$ cat config.mk
export PLATFORM = sky130hd
export DESIGN_NAME = cache_refill_wr_flat
export DESIGN_NICKNAME = d
export VERILOG_FILES = /design/src/rtl/cache_refill_wr_if.sv /design/src/rtl/cache_refill_wr.sv /design/src/flat_wrapper.sv
export SDC_FILE = /design/constraint.sdc
export NUM_CORES = 1
export LEC_CHECK = 0
export ABC_AREA = 1
export CORE_ASPECT_RATIO = 0.6
export CORE_MARGIN = 1
export CORE_UTILIZATION = 38
export DETAILED_ROUTE_END_ITERATION = 6
export MAX_ROUTING_LAYER = met4
export PLACE_DENSITY = 0.82
export SYNTH_ARGS = -nofsm -noshare
export SYNTH_HDL_FRONTEND = slang
export SYNTH_SLANG_ARGS = --single-unit
$ cat constraint.sdc
create_clock -name clk -period 1.9 [get_ports clk]
set_clock_uncertainty 0.1 [all_clocks]
set_input_delay 0.19 -clock clk [delete_from_list [all_inputs] [get_ports clk]]
set_output_delay 0.19 -clock clk [all_outputs]
set_load 0.005 [all_outputs]
$ cat src/rtl/cache_refill_wr_if.sv
// Bundle of refill, store and bank-write signals around cache_refill_wr.
// The fwd_* bypass signals exist only when CACHE_REFILL_BYPASS_EN is defined.
interface cache_refill_wr_if #(
  parameter int INDEX_AW   = 8,
  parameter int DATA_WIDTH = 32,
  parameter int BANK_NUM   = 4
);
  localparam int BW = (BANK_NUM > 1) ? $clog2(BANK_NUM) : 1;
  localparam int SW = DATA_WIDTH / 8;

  logic                           refill_req_i;
  logic [INDEX_AW-1:0]            refill_index_i;
  logic                           mem_rvalid_i;
  logic [DATA_WIDTH-1:0]          mem_rdata_i;
  logic                           mem_rerr_i;
  logic                           mem_rready_o;
  logic                           st_valid_i;
  logic                           st_ready_o;
  logic [INDEX_AW-1:0]            st_index_i;
  logic [BW-1:0]                  st_bank_i;
  logic [SW-1:0]                  st_strb_i;
  logic [DATA_WIDTH-1:0]          st_data_i;
  logic [INDEX_AW-1:0]            bank_index_o;
  logic [BANK_NUM*SW-1:0]         bank_wr_en_o;
  logic [BANK_NUM*DATA_WIDTH-1:0] bank_wr_data_o;
  logic                           refill_busy_o;
  logic                           refill_done_o;
  logic                           refill_err_o;
`ifdef CACHE_REFILL_BYPASS_EN
  logic                           fwd_valid_o;
  logic [BW-1:0]                  fwd_word_o;
  logic [DATA_WIDTH-1:0]          fwd_data_o;
`endif

  // Cache FSM / memory side
  modport master (
`ifdef CACHE_REFILL_BYPASS_EN
    input  fwd_valid_o, fwd_word_o, fwd_data_o,
`endif
    output refill_req_i, refill_index_i, mem_rvalid_i, mem_rdata_i, mem_rerr_i,
           st_valid_i, st_index_i, st_bank_i, st_strb_i, st_data_i,
    input  mem_rready_o, st_ready_o, bank_index_o, bank_wr_en_o, bank_wr_data_o,
           refill_busy_o, refill_done_o, refill_err_o
  );

  modport slave (
`ifdef CACHE_REFILL_BYPASS_EN
    output fwd_valid_o, fwd_word_o, fwd_data_o,
`endif
    input  refill_req_i, refill_index_i, mem_rvalid_i, mem_rdata_i, mem_rerr_i,
           st_valid_i, st_index_i, st_bank_i, st_strb_i, st_data_i,
    output mem_rready_o, st_ready_o, bank_index_o, bank_wr_en_o, bank_wr_data_o,
           refill_busy_o, refill_done_o, refill_err_o
  );
endinterface

$ cat src/rtl/cache_refill_wr.sv
// Merges line refills and byte-masked store hits onto the cache bank write ports.
// Optional refill-beat bypass outputs are enabled by defining CACHE_REFILL_BYPASS_EN.
module cache_refill_wr #(
  parameter int INDEX_AW   = 8,
  parameter int DATA_WIDTH = 32,
  parameter int BANK_NUM   = 4
) (
  input logic              clk,
  input logic              rst_n,
  cache_refill_wr_if.slave bus
);
  localparam int BW = (BANK_NUM > 1) ? $clog2(BANK_NUM) : 1;
  localparam int SW = DATA_WIDTH / 8;

  typedef enum logic [1:0] {IDLE, REFILL, DONE} state_t;

  state_t                         state_q, state_d;
  logic [BW-1:0]                  beat_cnt_q;
  logic [INDEX_AW-1:0]            refill_idx_q;
  logic                           err_q;
  logic                           st_fire, refill_start, beat_fire, beat_ok, beat_err, last_beat;
  logic [INDEX_AW-1:0]            index_d, index_q;
  logic [BANK_NUM*SW-1:0]         wr_en_d, wr_en_q;
  logic [BANK_NUM*DATA_WIDTH-1:0] data_d, data_q;

  // Stores win over a pending refill request while idle
  assign st_fire      = (state_q == IDLE) && bus.st_valid_i;
  assign refill_start = (state_q == IDLE) && !bus.st_valid_i && bus.refill_req_i;
  assign beat_fire    = (state_q == REFILL) && bus.mem_rvalid_i;
  assign beat_ok      = beat_fire && !bus.mem_rerr_i;
  assign beat_err     = beat_fire && bus.mem_rerr_i;
  assign last_beat    = (beat_cnt_q == BW'(BANK_NUM - 1));

  always_ff @(posedge clk or negedge rst_n) begin
    if (!rst_n) state_q <= IDLE;
    else        state_q <= state_d;
  end

  always_comb begin
    state_d = state_q;
    case (state_q)
      IDLE:    if (refill_start) state_d = REFILL;
      REFILL:  if (beat_err || (beat_ok && last_beat)) state_d = DONE;
      DONE:    state_d = IDLE;
      default: state_d = IDLE;
    endcase
  end

  always_comb begin
    bus.st_ready_o    = (state_q == IDLE);
    bus.mem_rready_o  = (state_q == REFILL);
    bus.refill_busy_o = (state_q != IDLE);
    bus.refill_done_o = (state_q == DONE);
    bus.refill_err_o  = (state_q == DONE) && err_q;
  end

  always_ff @(posedge clk or negedge rst_n) begin
    if (!rst_n) begin
      beat_cnt_q   <= '0;
      refill_idx_q <= '0;
      err_q        <= 1'b0;
    end else if (refill_start) begin
      beat_cnt_q   <= '0;
      refill_idx_q <= bus.refill_index_i;
      err_q        <= 1'b0;
    end else begin
      if (beat_ok)  beat_cnt_q <= beat_cnt_q + 1'b1;
      if (beat_err) err_q      <= 1'b1;
    end
  end

  // Data is replicated to every slice; only the strobes select the bank
  always_comb begin
    index_d = index_q;
    data_d  = data_q;
    wr_en_d = '0;
    if (st_fire) begin
      index_d = bus.st_index_i;
      for (int b = 0; b < BANK_NUM; b++) begin
        data_d[b*DATA_WIDTH +: DATA_WIDTH] = bus.st_data_i;
        if (bus.st_bank_i == BW'(b)) wr_en_d[b*SW +: SW] = bus.st_strb_i;
      end
    end else if (beat_ok) begin
      index_d = refill_idx_q;
      for (int b = 0; b < BANK_NUM; b++) begin
        data_d[b*DATA_WIDTH +: DATA_WIDTH] = bus.mem_rdata_i;
        if (beat_cnt_q == BW'(b)) wr_en_d[b*SW +: SW] = '1;
      end
    end
  end

  always_ff @(posedge clk or negedge rst_n) begin
    if (!rst_n) begin
      index_q <= '0;
      wr_en_q <= '0;
      data_q  <= '0;
    end else begin
      index_q <= index_d;
      wr_en_q <= wr_en_d;
      data_q  <= data_d;
    end
  end

  assign bus.bank_index_o   = index_q;
  assign bus.bank_wr_en_o   = wr_en_q;
  assign bus.bank_wr_data_o = data_q;

`ifdef CACHE_REFILL_BYPASS_EN
  logic                  fwd_valid_q;
  logic [BW-1:0]         fwd_word_q;
  logic [DATA_WIDTH-1:0] fwd_data_q;

  // Mirrors the bank write of each good refill beat in the same cycle
  always_ff @(posedge clk or negedge rst_n) begin
    if (!rst_n) begin
      fwd_valid_q <= 1'b0;
      fwd_word_q  <= '0;
      fwd_data_q  <= '0;
    end else begin
      fwd_valid_q <= beat_ok;
      if (beat_ok) begin
        fwd_word_q <= beat_cnt_q;
        fwd_data_q <= bus.mem_rdata_i;
      end
    end
  end

  assign bus.fwd_valid_o = fwd_valid_q;
  assign bus.fwd_word_o  = fwd_word_q;
  assign bus.fwd_data_o  = fwd_data_q;
`endif
endmodule

$ cat src/flat_wrapper.sv
// flat-port wrapper written by rule: the top's interface ports become plain ports
module cache_refill_wr_flat 
#(
  parameter int INDEX_AW   = 8,
  parameter int DATA_WIDTH = 32,
  parameter int BANK_NUM   = 4
)
  (clk, rst_n, bus_refill_req_i, bus_refill_index_i, bus_mem_rvalid_i, bus_mem_rdata_i, bus_mem_rerr_i, bus_st_valid_i, bus_st_index_i, bus_st_bank_i, bus_st_strb_i, bus_st_data_i, bus_mem_rready_o, bus_st_ready_o, bus_bank_index_o, bus_bank_wr_en_o, bus_bank_wr_data_o, bus_refill_busy_o, bus_refill_done_o, bus_refill_err_o);
  cache_refill_wr_if #(.INDEX_AW(INDEX_AW), .DATA_WIDTH(DATA_WIDTH), .BANK_NUM(BANK_NUM)) bus_i ();
  input logic clk;
  input logic rst_n;
  input wire logic [$bits(bus_i.refill_req_i)-1:0] bus_refill_req_i;
  input wire logic [$bits(bus_i.refill_index_i)-1:0] bus_refill_index_i;
  input wire logic [$bits(bus_i.mem_rvalid_i)-1:0] bus_mem_rvalid_i;
  input wire logic [$bits(bus_i.mem_rdata_i)-1:0] bus_mem_rdata_i;
  input wire logic [$bits(bus_i.mem_rerr_i)-1:0] bus_mem_rerr_i;
  input wire logic [$bits(bus_i.st_valid_i)-1:0] bus_st_valid_i;
  input wire logic [$bits(bus_i.st_index_i)-1:0] bus_st_index_i;
  input wire logic [$bits(bus_i.st_bank_i)-1:0] bus_st_bank_i;
  input wire logic [$bits(bus_i.st_strb_i)-1:0] bus_st_strb_i;
  input wire logic [$bits(bus_i.st_data_i)-1:0] bus_st_data_i;
  output wire logic [$bits(bus_i.mem_rready_o)-1:0] bus_mem_rready_o;
  output wire logic [$bits(bus_i.st_ready_o)-1:0] bus_st_ready_o;
  output wire logic [$bits(bus_i.bank_index_o)-1:0] bus_bank_index_o;
  output wire logic [$bits(bus_i.bank_wr_en_o)-1:0] bus_bank_wr_en_o;
  output wire logic [$bits(bus_i.bank_wr_data_o)-1:0] bus_bank_wr_data_o;
  output wire logic [$bits(bus_i.refill_busy_o)-1:0] bus_refill_busy_o;
  output wire logic [$bits(bus_i.refill_done_o)-1:0] bus_refill_done_o;
  output wire logic [$bits(bus_i.refill_err_o)-1:0] bus_refill_err_o;
  assign bus_i.refill_req_i = bus_refill_req_i;
  assign bus_i.refill_index_i = bus_refill_index_i;
  assign bus_i.mem_rvalid_i = bus_mem_rvalid_i;
  assign bus_i.mem_rdata_i = bus_mem_rdata_i;
  assign bus_i.mem_rerr_i = bus_mem_rerr_i;
  assign bus_i.st_valid_i = bus_st_valid_i;
  assign bus_i.st_index_i = bus_st_index_i;
  assign bus_i.st_bank_i = bus_st_bank_i;
  assign bus_i.st_strb_i = bus_st_strb_i;
  assign bus_i.st_data_i = bus_st_data_i;
  assign bus_mem_rready_o = bus_i.mem_rready_o;
  assign bus_st_ready_o = bus_i.st_ready_o;
  assign bus_bank_index_o = bus_i.bank_index_o;
  assign bus_bank_wr_en_o = bus_i.bank_wr_en_o;
  assign bus_bank_wr_data_o = bus_i.bank_wr_data_o;
  assign bus_refill_busy_o = bus_i.refill_busy_o;
  assign bus_refill_done_o = bus_i.refill_done_o;
  assign bus_refill_err_o = bus_i.refill_err_o;
  cache_refill_wr #(.INDEX_AW(INDEX_AW), .DATA_WIDTH(DATA_WIDTH), .BANK_NUM(BANK_NUM)) u_core (.clk(clk), .rst_n(rst_n), .bus(bus_i));
endmodule
==> results of run 1 <==
## state kept, by name, summed over array words and instances (netlist names)
name,flops
u_core.beat_cnt_q,2
u_core.err_q,1
u_core.state_q,2
u_core.bus.bank_wr_en_o,16
u_core.refill_idx_q,8
u_core.bus.bank_wr_data_o,32
u_core.bus.bank_index_o,8
## tightest hold or removal path: stages
cell	delay, ps
sky130_fd_sc_hd__buf_2	140
sky130_fd_sc_hd__inv_1	60
sky130_fd_sc_hd__nand3_1	220
sky130_fd_sc_hd__nand2_1	80
## path summary, 6_finish.rpt
check	end	startpoint	slack, ps	cells after the start
hold / removal	u_core.state_q[0]$_DFFE_PN0P_	bus_st_valid_i	300	4
min in group asynchronous	u_core.bus.bank_wr_en_o[1]$_DFF_PN0_	rst_n	430	2
setup / recovery	bus_st_ready_o	u_core.state_q[0]$_DFFE_PN0P_	60	2
hold reg to reg	u_core.refill_idx_q[5]$_DFFE_PN0P_	u_core.refill_idx_q[5]$_DFFE_PN0P_	380	2
setup reg to reg	u_core.bus.bank_wr_en_o[14]$_DFF_PN0_	u_core.state_q[0]$_DFFE_PN0P_	140	4
max in group asynchronous	u_core.state_q[0]$_DFFE_PN0P_	rst_n	650	2
## synth_stat cells (all sizes together)
cell type  count
o21ai         16
inv           14
nand2        198
nand3         87
clkbuf         4
dfrtp         69
o211ai         1
nor3           1
ha             4
nor2           6
a21oi          1
buf          118
nand4          2
clkinv         1
## layout make-up
| type | count | area [um2] |
|---|---|---|
| fill | 868 | 3880 |
| timing repair buffer | 258 | 2570 |
| sequential | 69 | 1730 |
| multi-input combinational | 316 | 1390 |
| clock buffer | 10 | 239 |
| tap | 135 | 169 |
| inverter | 15 | 56.3 |
| clock inverter | 4 | 50.0 |
## through the flow
step,instance area (um2),cells
finish,6200,807
global route,6200,807
CTS,6200,807
detailed placement,5900,792
global placement,5900,792
floorplan,4040,522
## per-layer routing
layer,wire (um),GRT usage,vias to the layer above
met4,38,0.0573,0
met2,5930,0.371,196
met3,736,0.0451,4
met5,0,-,-
li1,-,-,1841
met1,4920,0.264,1808
## kinds of logic after synthesis
group / Yosys count / share of synthesized area
flops: 69 / 0.427
compound gates: 18 / 0.0229
buf+inv: 137 / 0.228
fa+ha+maj: 4 / 0.0124
simple gates: 294 / 0.309
## power breakdown
group          internal, W  switching (W)  leakage [nW]  total (W)
sequential         0.00204       0.000596         0.881    0.00263
combinational      0.00302        0.00189          1.96    0.00491
clock              0.00103       0.000578         0.136    0.00161
## timing repair
action / in CTS / in global routing
endpoints found under the setup margin: 3 / 2
hold endpoints to repair: 69 / 0
resized for setup: 2 / 2
hold buffers: 1 / 0
==> run summary, run 1 <==
- 3849 — vias post-DR
- 8540 um — HPWL Detailed
- 0.427 — share of the yosys chip area belonging to registers
- 60 ps — clock transition at the register clock pins on the worst setup and hold paths after CTS
- 0.403 — max_slew headroom
- 0.00404 mm2 — summed instance area of the synthesized netlist
- completed — status
- 1480 mW/mm2 — ratio of total power to cell area
- 522 — gate count after technology mapping
- 3653 — via count of the first global-routing pass
- 0 — number of antenna violations at the first check in global routing
- 4.77 — number of vias per cell
- 0.0506 — fraction of layout instances using a drive strength above 1
- 55.5 ps — post-route worst setup slack
- sky130_fd_sc_hd__clkbuf_16 — clock root buffer
- 11600 um — post-detailed-routing wire length
- 0.000687 V — maximum vdd ir drop
- 0 — count of max-cap constraint violations
- 2.97 nW — Static Leakage
- 248 — total of buffers placed on input and output ports
- built — clock tree from TritonCTS
- 542 MHz — Max Fclk
- sky130_fd_sc_hd__dfrtp_1 (43%), sky130_fd_sc_hd__nand2_1 (18%), sky130_fd_sc_hd__buf_4 (18%) — top cells by area, synth
- 0.400 — Initial Utilization
- 0 — Post-CTS Setup Bufs
- 0 — number of synthesis warnings
- 618 — Net Count, Synth
- 0.217 — aggregate global-route resource usage
- 70 — largest net degree at the start of global routing
- sky130_fd_sc_hd__clkdlybuf4s50_1 (245), sky130_fd_sc_hd__nand2_1 (196), sky130_fd_sc_hd__nand3_1 (86) — highest-count cells in the layout ignoring fill and taps
- 135 um — width of the die
- 4 — First-pass DRT Iterations
- 81.9 um — Die Span Y
- 895 ps — Least-Margin Pin Slew
- buffers and inverters — Worst path top cell family by delay
- register to output pin — category of the critical setup timing path
- 0.971 — crit share post-route
- 28 — # rows
- 0 — DRC viols
- 0.0101 mm2 — placeable core region
- 0.786 — final weighted congestion in routability-driven placement
- 0 ps — sum of negative setup slack
- sky130_fd_sc_hd__dfrtp_1 — area leader, netlist
- false — unrepaired setup endpoints after global routing
- 0 — diode count
- 7.74 um2 — average instance area after synthesis
- output pin — type of destination of the critical path
- 22 — number of distinct standard cells referenced by the synthesized netlist
- 0.00916 W — Final Power
- 5 — maximum fanout count along the critical path
- 171 ps — Placement Setup Slack
- 0 — Slew Viols, Final
- 69 — number of register bits inferred by synthesis
- 560 ps — largest stage delay on the critical path
- 1550 ps — data arrival time of the worst path
- 0 — post-detailed-route count of antenna-violating nets
- 0 — leftover overflow at the end of global routing
- 320 ps — insertion delay to the later sink of the worst-skew pair
- 17800 um — wire length of the first global-routing pass
- 0.427 — portion of synthesized cell area occupied by the leading cell type
- 3 — H-Tree Level Count
- 1 — count of buffer and inverter cells on the critical path
- register — crit start category
- 120 — number of violations reported at the end of detailed-routing iteration 0
- 0.615 — end-of-flow core utilization
- 1840 ps — shortest clock period the worst path allows after layout
- 301 ps — tightest hold margin
- sky130_fd_sc_hd__clkdlybuf4s50_1 — cell at the slowest stage of the critical path
- primary input to register — Tightest Hold Check Type
- 0.0111 mm2 — die area
- 69 — number of sinks on the clock net
- 9 — Num CTS Buffers
- sky130_fd_sc_hd__clkdlybuf4s50_1 — commonest non-fill, non-tap cell in the layout
- 53.6% — synth-to-layout area growth
- 1610 ps — required time of the critical path
- 0 — final hold vios
- nor2_4 -> clkdlybuf4s50_1 — worst-path cell chain
- 765 — final net count
- 249 — number of top-level pins
- 14.4 um — average wire length per cell after detail routing
- 2 — maximum buffer depth of the clock tree
- 0 — number of setup violations in the final report
Power figures use the tool's default switching activity.
==> inputs of run 2 (changes only) <==
- RECOVER_POWER: not set -> 100
- SETUP_SLACK_MARGIN: not set -> 0.15
==> run 2 against run 1 <==
First-iteration DRC count increased by 19%. Sequential share of layout area decreased by 0.071 points. Clock power about the same. Worst setup slack improved by 83 ps. Routed wire length increased by 0.46%. Critical path type unchanged. Highest routed layer unchanged.
==> run summary, run 2 (synthesis results as in run 1) <==
- completed — status
- 53.9% — synth-to-layout area growth
- 0.0101 mm2 — placeable core region, unchanged
- 0.348 — switching part of the total power, +0.0132
- 3 — H-Tree Level Count, unchanged
- 1390 mW/mm2 — ratio of total power to cell area, -5.9%
- 0 — final hold vios, unchanged
- 3.21 nW — Static Leakage, +7.9%
- 869 — number of filler cells placed in the layout, +0.12%
- 0 — leftover overflow at the end of global routing, unchanged
- 0.0504 — fraction of layout instances using a drive strength above 1, -0.000225
- 4 — maximum fanout count along the critical path, -1
- 768 — final net count, +0.39%
- 0 — number of antenna violations at the first check in global routing, unchanged
- 0.00622 mm2 — post-route cell area, +0.18%
- 11700 um — post-detailed-routing wire length, +0.46%
- 8540 um — HPWL Detailed, unchanged
- 0 — number of setup violations in the final report, unchanged
- 70 — largest net degree at the start of global routing, unchanged
- register — crit start category
- 69 — number of sinks on the clock net, unchanged
- primary input to register — Tightest Hold Check Type
- 0 — DRC viols, unchanged
- sky130_fd_sc_hd__nand2_1 (197), sky130_fd_sc_hd__dlygate4sd3_1 (153), sky130_fd_sc_hd__clkdlybuf4s50_1 (90) — highest-count cells in the layout ignoring fill and taps
- 0.0111 mm2 — die area, unchanged
- 9 — Num CTS Buffers, unchanged
- 0 — count of max-cap constraint violations, unchanged
- 0.188 — clock share of power, +0.012
- 28 — # rows, unchanged
- 2 — maximum buffer depth of the clock tree, unchanged
- 4.75 — number of vias per cell, -0.37%
- 0.400 — Initial Utilization, unchanged
- 139 ps — post-route worst setup slack, +83.2 ps
- 0.616 — end-of-flow core utilization, +0.00112
- u_core.state_q[0]$_DFFE_PN0P_ — timing startpoint of the critical path
- 1470 ps — data arrival time of the worst path, -80 ps
- 60 ps — clock transition at the register clock pins on the worst setup and hold paths after CTS, about the same
- bus_refill_busy_o — end point of the critical path
- 81.9 um — Die Span Y, unchanged
- 0.296 — sequential power share, +0.008
- 967 ps — Least-Margin Pin Slew, +71.5 ps
- 0.00300 W — Switch Pwr, -2.0%
- 0 — diode count, unchanged
- 14.4 um — average wire length per cell after detail routing, about the same
- 0 — post-detailed-route count of antenna-violating nets, unchanged
- 0.00590 mm2 — standard cell area after detailed placement, unchanged
- 0.786 — final weighted congestion in routability-driven placement, unchanged
- 1610 ps — required time of the critical path, about the same
- 249 — number of top-level pins, unchanged
- built — clock tree from TritonCTS
- 568 MHz — Max Fclk, +4.7%
- 220 ps — register-to-register setup slack, +80 ps
- 0.927 — crit share post-route, -0.0438
- 0.517 — Comb power frac, -0.019
- 143 — number of violations reported at the end of detailed-routing iteration 0, +19%
- 0.356 — max_slew headroom, -0.0477
- u_core.bus.bank_wr_en_o[5]$_DFF_PN0_ — r2r endpoint
- 17800 um — wire length of the first global-routing pass, +0.19%
- 7 — FF-to-FF path depth, +3
- u_core.state_q[0]$_DFFE_PN0P_ — origin of the critical flop-to-flop path
- 3662 — via count of the first global-routing pass, +0.25%
- 0 ps — sum of negative setup slack, unchanged
- 248 — total of buffers placed on input and output ports, unchanged
- 135 um — width of the die, unchanged
- 32 — flip-flop count of the largest register after layout, unchanged
- register to output pin — category of the critical setup timing path
- 171 ps — Placement Setup Slack, unchanged
- 3849 — vias post-DR, unchanged
- 1760 ps — shortest clock period the worst path allows after layout, -83.2 ps
- sky130_fd_sc_hd__clkbuf_16 — clock root buffer
- 0.000672 V — maximum vdd ir drop, -2.2%
- 0 — Slew Viols, Final, unchanged
- 0.218 — aggregate global-route resource usage, +0.000425
- true — unrepaired setup endpoints after global routing
- 320 ps — insertion delay to the later sink of the worst-skew pair, about the same
- sky130_fd_sc_hd__nand2_1 — commonest non-fill, non-tap cell in the layout
- 0.00563 W — internal power contribution, -7.6%
- output pin — type of destination of the critical path
- 4 — First-pass DRT Iterations, unchanged
-- run 2: worst min-delay path by stage --
stage,startpoint,to,depth (start not counted)
finish,bus_st_valid_i,u_core.state_q[0]$_DFFE_PN0P_,4
global route,bus_st_valid_i,u_core.state_q[0]$_DFFE_PN0P_,4
CTS,bus_st_valid_i,u_core.state_q[0]$_DFFE_PN0P_,4
detailed placement,rst_n,u_core.bus.bank_wr_en_o[9]$_DFF_PN0_,1
global placement,rst_n,u_core.bus.bank_wr_en_o[9]$_DFF_PN0_,1
floorplan,rst_n,u_core.beat_cnt_q[0]$_DFFE_PN0P_,0
-- run 2: power groups by stage --
stage	Combinational [W]	Sequential (W)	Clock, W
after CTS	0.00503	0.00264	0.00166
after detailed placement	0.00492	0.00265	0
after global placement	0.00487	0.00261	0
final	0.00446	0.00255	0.00162
after global routing	0.00493	0.00266	0.00172
after floorplan	0.00286	0.00256	0
-- run 2: per-layer routing --
layer	vias up	GRT usage	wire length (um)
li1	1850	-	-
met1	1803	0.264	4960
met2	194	0.373	5960
met3	2	0.0451	730
met4	0	0.0573	34
met5	-	-	0
-- run 2: repair_timing --
action,in CTS,in global routing
hold buffers,1,0
gates resized for setup,8,2
pin swaps,2,0
endpoints found under the setup margin,7,15
hold endpoints to repair,69,0
buffers inserted,3,0
-- run 2: layout make-up --
class | count | area (um2) | area share
Clock buffer | 10 | 239 | 0.0384
Clock inverter | 4 | 50.0 | 0.00805
Inverter | 15 | 56.3 | 0.00906
Multi-Input combinational cell | 316 | 1380 | 0.223
Sequential cell | 69 | 1730 | 0.278
Tap cell | 135 | 169 | 0.0272
Timing Repair Buffer | 261 | 2590 | 0.417
-- run 2: through the flow --
| step | power [W] | hold WS [ps] | std cells |
|---|---|---|---|
| after detailed placement | 0.00758 | 271 | 792 |
| after global placement | 0.00748 | 249 | 792 |
| final | 0.00863 | 266 | 810 |
| after global routing | 0.00931 | 295 | 810 |
| after CTS | 0.00932 | 267 | 810 |
| after floorplan | 0.00542 | -206 | 522 |
-- run 2: worst max-delay path: stages (launching register included) --
cell	delay, ps
sky130_fd_sc_hd__dfrtp_1	420
sky130_fd_sc_hd__inv_1	120
sky130_fd_sc_hd__nand2_1	90
sky130_fd_sc_hd__clkdlybuf4s50_1	510
==> inputs of run 3 (changes only) <==
- CTS_CLUSTER_DIAMETER: not set -> 60
==> results of run 3 <==
No change in the layout: final DEF, timing and power equal those of run 2.
==> patch 1, RTL diff (flow settings as in run 3) <==
Encoding of `state_t`: now one-hot (3 bits for 3 states).
--- a/src/rtl/cache_refill_wr.sv
+++ b/src/rtl/cache_refill_wr.sv
@@ -13,5 +13,5 @@
   localparam int SW = DATA_WIDTH / 8;
 
-  typedef enum logic [1:0] {IDLE, REFILL, DONE} state_t;
+  typedef enum logic [2:0] {IDLE = 3'b001, REFILL = 3'b010, DONE = 3'b100} state_t;
 
   state_t                         state_q, state_d;
Function: same outputs for any inputs over 4 cycles, from zero or initial values and one cycle with rst_n low; so few cycles prove little.
==> patch 1 against run 3 <==
Sequential cell count grew 1. Via count grew 3.0%. Wire length grew 1.1%. Area after synthesis grew 1.4%. Worst setup slack gained 1.9 ps. Design area grew 2.0%. Power shrank 4.0%. Clock power shrank 4%. Critical path type unchanged. Highest routed layer unchanged.
==> patch 1: results (changes against run 3) <==
status finished clean; critical path required time 1610 ps (about the same); leakage 3.30 nW (+2.7%); CP Max Fanout 4 (unchanged); CTS Buf Count 9 (unchanged); Detailed Route Iter0 Violations 212 (+48%); Reg2Reg Depth 6 (-1); Synth warnings 0 (unchanged); Clock transition at path regs 60 ps (about the same); Vias 3,964 (+3.0%); global-route wire length before repair 18,000 microns (+1.2%); slowest stage delay, CP 600 ps (+90 ps); CP top delay family flip-flops; DR WL/cell 14.3 microns (-1.1%); CP max stage cell dfstp_1; initial antenna violation count 1 (+1); Async SR Flop Fraction 100% (unchanged); CTS root buffer clkbuf_16; Placed Area 6050 sq um (+2.6%); max reg flops 32 (unchanged); Max VDD drop 0.000748 V (+11%); most frequent cells after synthesis nand2_1, buf_4, dfrtp_1; hpwl dp 8840 microns (+3.5%); Tot GR Track Use 21.7% (-0.083 points); Port Buffer Count 248 (unchanged); fillers 833 (-4.1%); vias in the first global route 3,706 (+1.2%); sequential element share of the synthesized area 42.8% (+0.067 points); largest cells by area after synthesis dfrtp_1, nand2_1, buf_4; share of cells above drive strength 1 6.21% (+1.2 points); Slew HR 31.4% (-4.2 points); largest net degree at the start of global routing 60 (-14%); # H-tree levels 3 (unchanged); nets@finish 783 (+2.0%); worst hold stages 3 (-1); Clock Path Buffers 2 (unchanged); syn_nets 628 (+1.6%); GPL Wtd Cong 0.826 (+5.2%)
==> patch 1: changes by cell type in the layout (fill, tap and decap cells not counted), sizes merged, moves of 2 or more <==
cell | run 3 | this run
nor2 | 6 | 8
nand3 | 87 | 52
nand2 | 198 | 221
o21ai | 16 | 1
nand4 | 2 | 35
buf | 11 | 13
clkbuf | 13 | 16
==> patch 1: cell families after synthesis <==
family	count (synthesis)	synth area share (%)
simple gates	318	33.6
buf+inv	137	22.0
flops	70	42.8
fa+ha+maj	4	1.22
compound gates	3	0.367
==> patch 1: area by class of cell <==
type,instances,area [sq um],area share (%)
Antenna cell,1,2.50,0.0395
Clock buffer,10,229,3.61
Clock inverter,6,46.3,0.731
Inverter,14,52.6,0.829
Multi-Input combinational cell,325,1450,22.8
Sequential cell,70,1750,27.7
Tap cell,135,169,2.67
Timing Repair Buffer,267,2640,41.6
==> patch 1: timing repair <==
action                                 4_1_cts  5_1_grt
setup buffers                                3        0
endpoints found under the hold margin       38        0
setup endpoints to repair                    5        3
pin swaps                                    1        0
resized for setup                            7        2
hold buffers                                 1        0
==> patch 1: metrics by stage <==
| step | hold slack, ps | setup slack, ps | instances | util, % | power [W] |
|---|---|---|---|---|---|
| global route | 326 | 68.6 | 828 | 62.4 | 0.00898 |
| CTS | 289 | 188 | 827 | 62.6 | 0.00897 |
| detailed placement | 99.0 | 136 | 807 | 59.6 | 0.00736 |
| global placement | 92.1 | 213 | 807 | 59.6 | 0.00725 |
| floorplan | -206 | 434 | 532 | - | 0.00522 |
| finish | 308 | 141 | 828 | 62.4 | 0.00829 |
==> patch 1: per-layer routing <==
layer / wire length, microns / global-route usage (%) / up-vias
li1: - / - / 1919
met1: 4960 / 26.2 / 1859
met2: 5930 / 36.4 / 171
met3: 792 / 5.56 / 15
met4: 131 / 5.78 / 0
met5: 0 / - / -
==> patch 1: where the power goes <==
| group | internal [W] | total (W) | switching [W] |
|---|---|---|---|
| logic | 0.00244 | 0.00420 | 0.00177 |
| registers | 0.00203 | 0.00254 | 0.000505 |
| clock network | 0.000892 | 0.00155 | 0.000656 |
| total | 0.00536 | 0.00829 | 0.00293 |
==> patch 1: path summary, 6_finish.rpt <==
kind | slack (ps) | end | from
hold reg to reg | 400 | u_core.refill_idx_q[5] | u_core.refill_idx_q[5]
setup / recovery | 140 | bus_refill_done_o | u_core.state_q[0]
hold / removal | 310 | u_core.refill_idx_q[7] | bus_refill_index_i[7]
setup reg to reg | 180 | u_core.bus.bank_index_o[1] | u_core.state_q[0]
min in group asynchronous | 470 | u_core.bus.bank_index_o[0] | rst_n
max in group asynchronous | 280 | u_core.refill_idx_q[5] | rst_n
==> patch 1: worst register-to-register path, delay by kind of cell, from the launching register on <==
kind                   cells  cell delay, ps
and+or+nand+nor            4             500
buffers and inverters      2             460
DFF                        1             600
==> patch 2, RTL diff (flow settings as in run 3) <==
Without the edit above. `INDEX_AW` is set to 8 in 3 places; all go to 9.
--- a/src/rtl/cache_refill_wr_if.sv
+++ b/src/rtl/cache_refill_wr_if.sv
@@ -2,5 +2,5 @@
 // The fwd_* bypass signals exist only when CACHE_REFILL_BYPASS_EN is defined.
 interface cache_refill_wr_if #(
-  parameter int INDEX_AW   = 8,
+  parameter int INDEX_AW   = 9,
   parameter int DATA_WIDTH = 32,
   parameter int BANK_NUM   = 4
--- a/src/rtl/cache_refill_wr.sv
+++ b/src/rtl/cache_refill_wr.sv
@@ -2,5 +2,5 @@
 // Optional refill-beat bypass outputs are enabled by defining CACHE_REFILL_BYPASS_EN.
 module cache_refill_wr #(
-  parameter int INDEX_AW   = 8,
+  parameter int INDEX_AW   = 9,
   parameter int DATA_WIDTH = 32,
   parameter int BANK_NUM   = 4
--- a/src/flat_wrapper.sv
+++ b/src/flat_wrapper.sv
@@ -2,5 +2,5 @@
 module cache_refill_wr_flat 
 #(
-  parameter int INDEX_AW   = 8,
+  parameter int INDEX_AW   = 9,
   parameter int DATA_WIDTH = 32,
   parameter int BANK_NUM   = 4
Interface: changed (resized bus_bank_index_o, bus_refill_index_i and bus_st_index_i); port bits go from 249 to 252. The function was not compared with the original's and may differ.
==> patch 2 against run 3 <==
Power grew 4.7%. Design area is 3.3% higher. Cell count up 2.6%. Non-clock buffer count is 4 higher. Count of clock-buffer cells in the layout unchanged. Area after synthesis grew 2.4%. Sequential cell count is 2 higher. Worst hold slack got worse by 1.1 ps. Worst setup slack worse by 7.9 ps. Core utilization shrank 0.99 points. Wire length decreased by 0.11%.
==> patch 2: results (changes against run 3) <==
met3 usage 4.76% (+0.26 points); syn avg cell area 7.75 sq um (+0.11%); FF-to-FF End u_core.bus.bank_wr_data_o[106]; hpwl dp 8780 microns (+2.8%); status finished clean; sequential element share of the synthesized area 42.9% (+0.20 points); slowest stage delay, CP 570 ps (+60 ps); worst r2r src u_core.state_q[1]; Tmin final 1770 ps (+7.92 ps); Routed WL 11,700 microns (-0.11%); Hold Path Class input pin to register; largest net degree at the start of global routing 58 (-17%); grt met1 use 26.5% (+0.072 points); Worst-Margin Slew 895 ps (-71.6 ps); fillers 905 (+4.1%); Clk network pwr share 21.2% (+2.4 points); Hold WS 265 ps (-1.08 ps); met2 routed WL 5940 microns (-0.29%); CP Capture Point bus_mem_rready_o; Placed Cells 811 (+2.4%); CP Max Fanout 5 (+1); hold endpoint u_core.bus.bank_index_o[0]; global-route wire length before repair 18,600 microns (+4.2%); Reg2Reg Depth 8 (+1); Tot GR Track Use 21.6% (-0.16 points); Detailed Route Iter0 Violations 173 (+21%); leakage 3.30 nW (+2.7%); P_clk 0.00192 W (+19%); DR WL/cell 14.0 microns (-2.6%); most frequent cells after synthesis nand2_1, buf_4, nand3_1; worst slack at placement 249 ps (+77.9 ps); # H-tree levels 3 (unchanged); Worst-Skew Late Latency 320 ps (about the same); met3 routed wirelength 635 microns (-13%); Vias 3,919 (+1.8%); met1 WL 5020 microns (+1.1%); 1st-pass router iterations 4 (unchanged); GPL Wtd Cong 0.876 (+11%); seq pwr 0.00265 W (+4%); Placed Area 6070 sq um (+2.9%); vias in the first global route 3,701 (+1.1%); Synth cell types 21 (-4.5%); CTS Buf Count 9 (unchanged); Port Buffer Count 251 (+1.2%); Clock Path Buffers 2 (unchanged); share of cells above drive strength 1 5.20% (+0.17 points); syn_nets 632 (+2.3%); worst hold stages 5 (+1); WS Path Type register to output port; Max VDD drop 0.000776 V (+16%); largest cells by area after synthesis dfrtp_1, nand2_1, buf_4; Critical Path Start u_core.state_q[0]; CP max stage cell dlygate4sd3_1; P_sw 0.00308 W (+2.7%); r2r setup slk 210 ps; nets@finish 785 (+2.2%); met2 usage 36.9% (-0.36 points)
-- patch 2: cells by family (layout without fill, tap and decap cells) --
kind of cell	count (synthesis)	after routing	synth area share [%]
adder cells (fa/ha/maj)	4	4	1.21
flip-flops	71	71	42.9
AND/OR/NAND/NOR	303	303	31.1
AO/OA/AOI/OAI	18	18	2.24
buffers and inverters	138	296	22.5
-- patch 2: area by class of cell --
cell class	count	area, sq um	area share, %
timing repair buffer	265	2640	41.1
sequential	71	1780	27.7
multi-input combinational	325	1430	22.2
clock buffer	10	229	3.57
tap	139	174	2.71
clock inverter	6	116	1.81
inverter	15	56.3	0.877
-- patch 2: repair_timing --
item	4_1_cts	5_1_grt
resized for setup	3	2
hold buffers	1	0
endpoints found under the setup margin	5	3
setup buffers	1	2
hold endpoints to repair	33	0
pin swaps	0	1
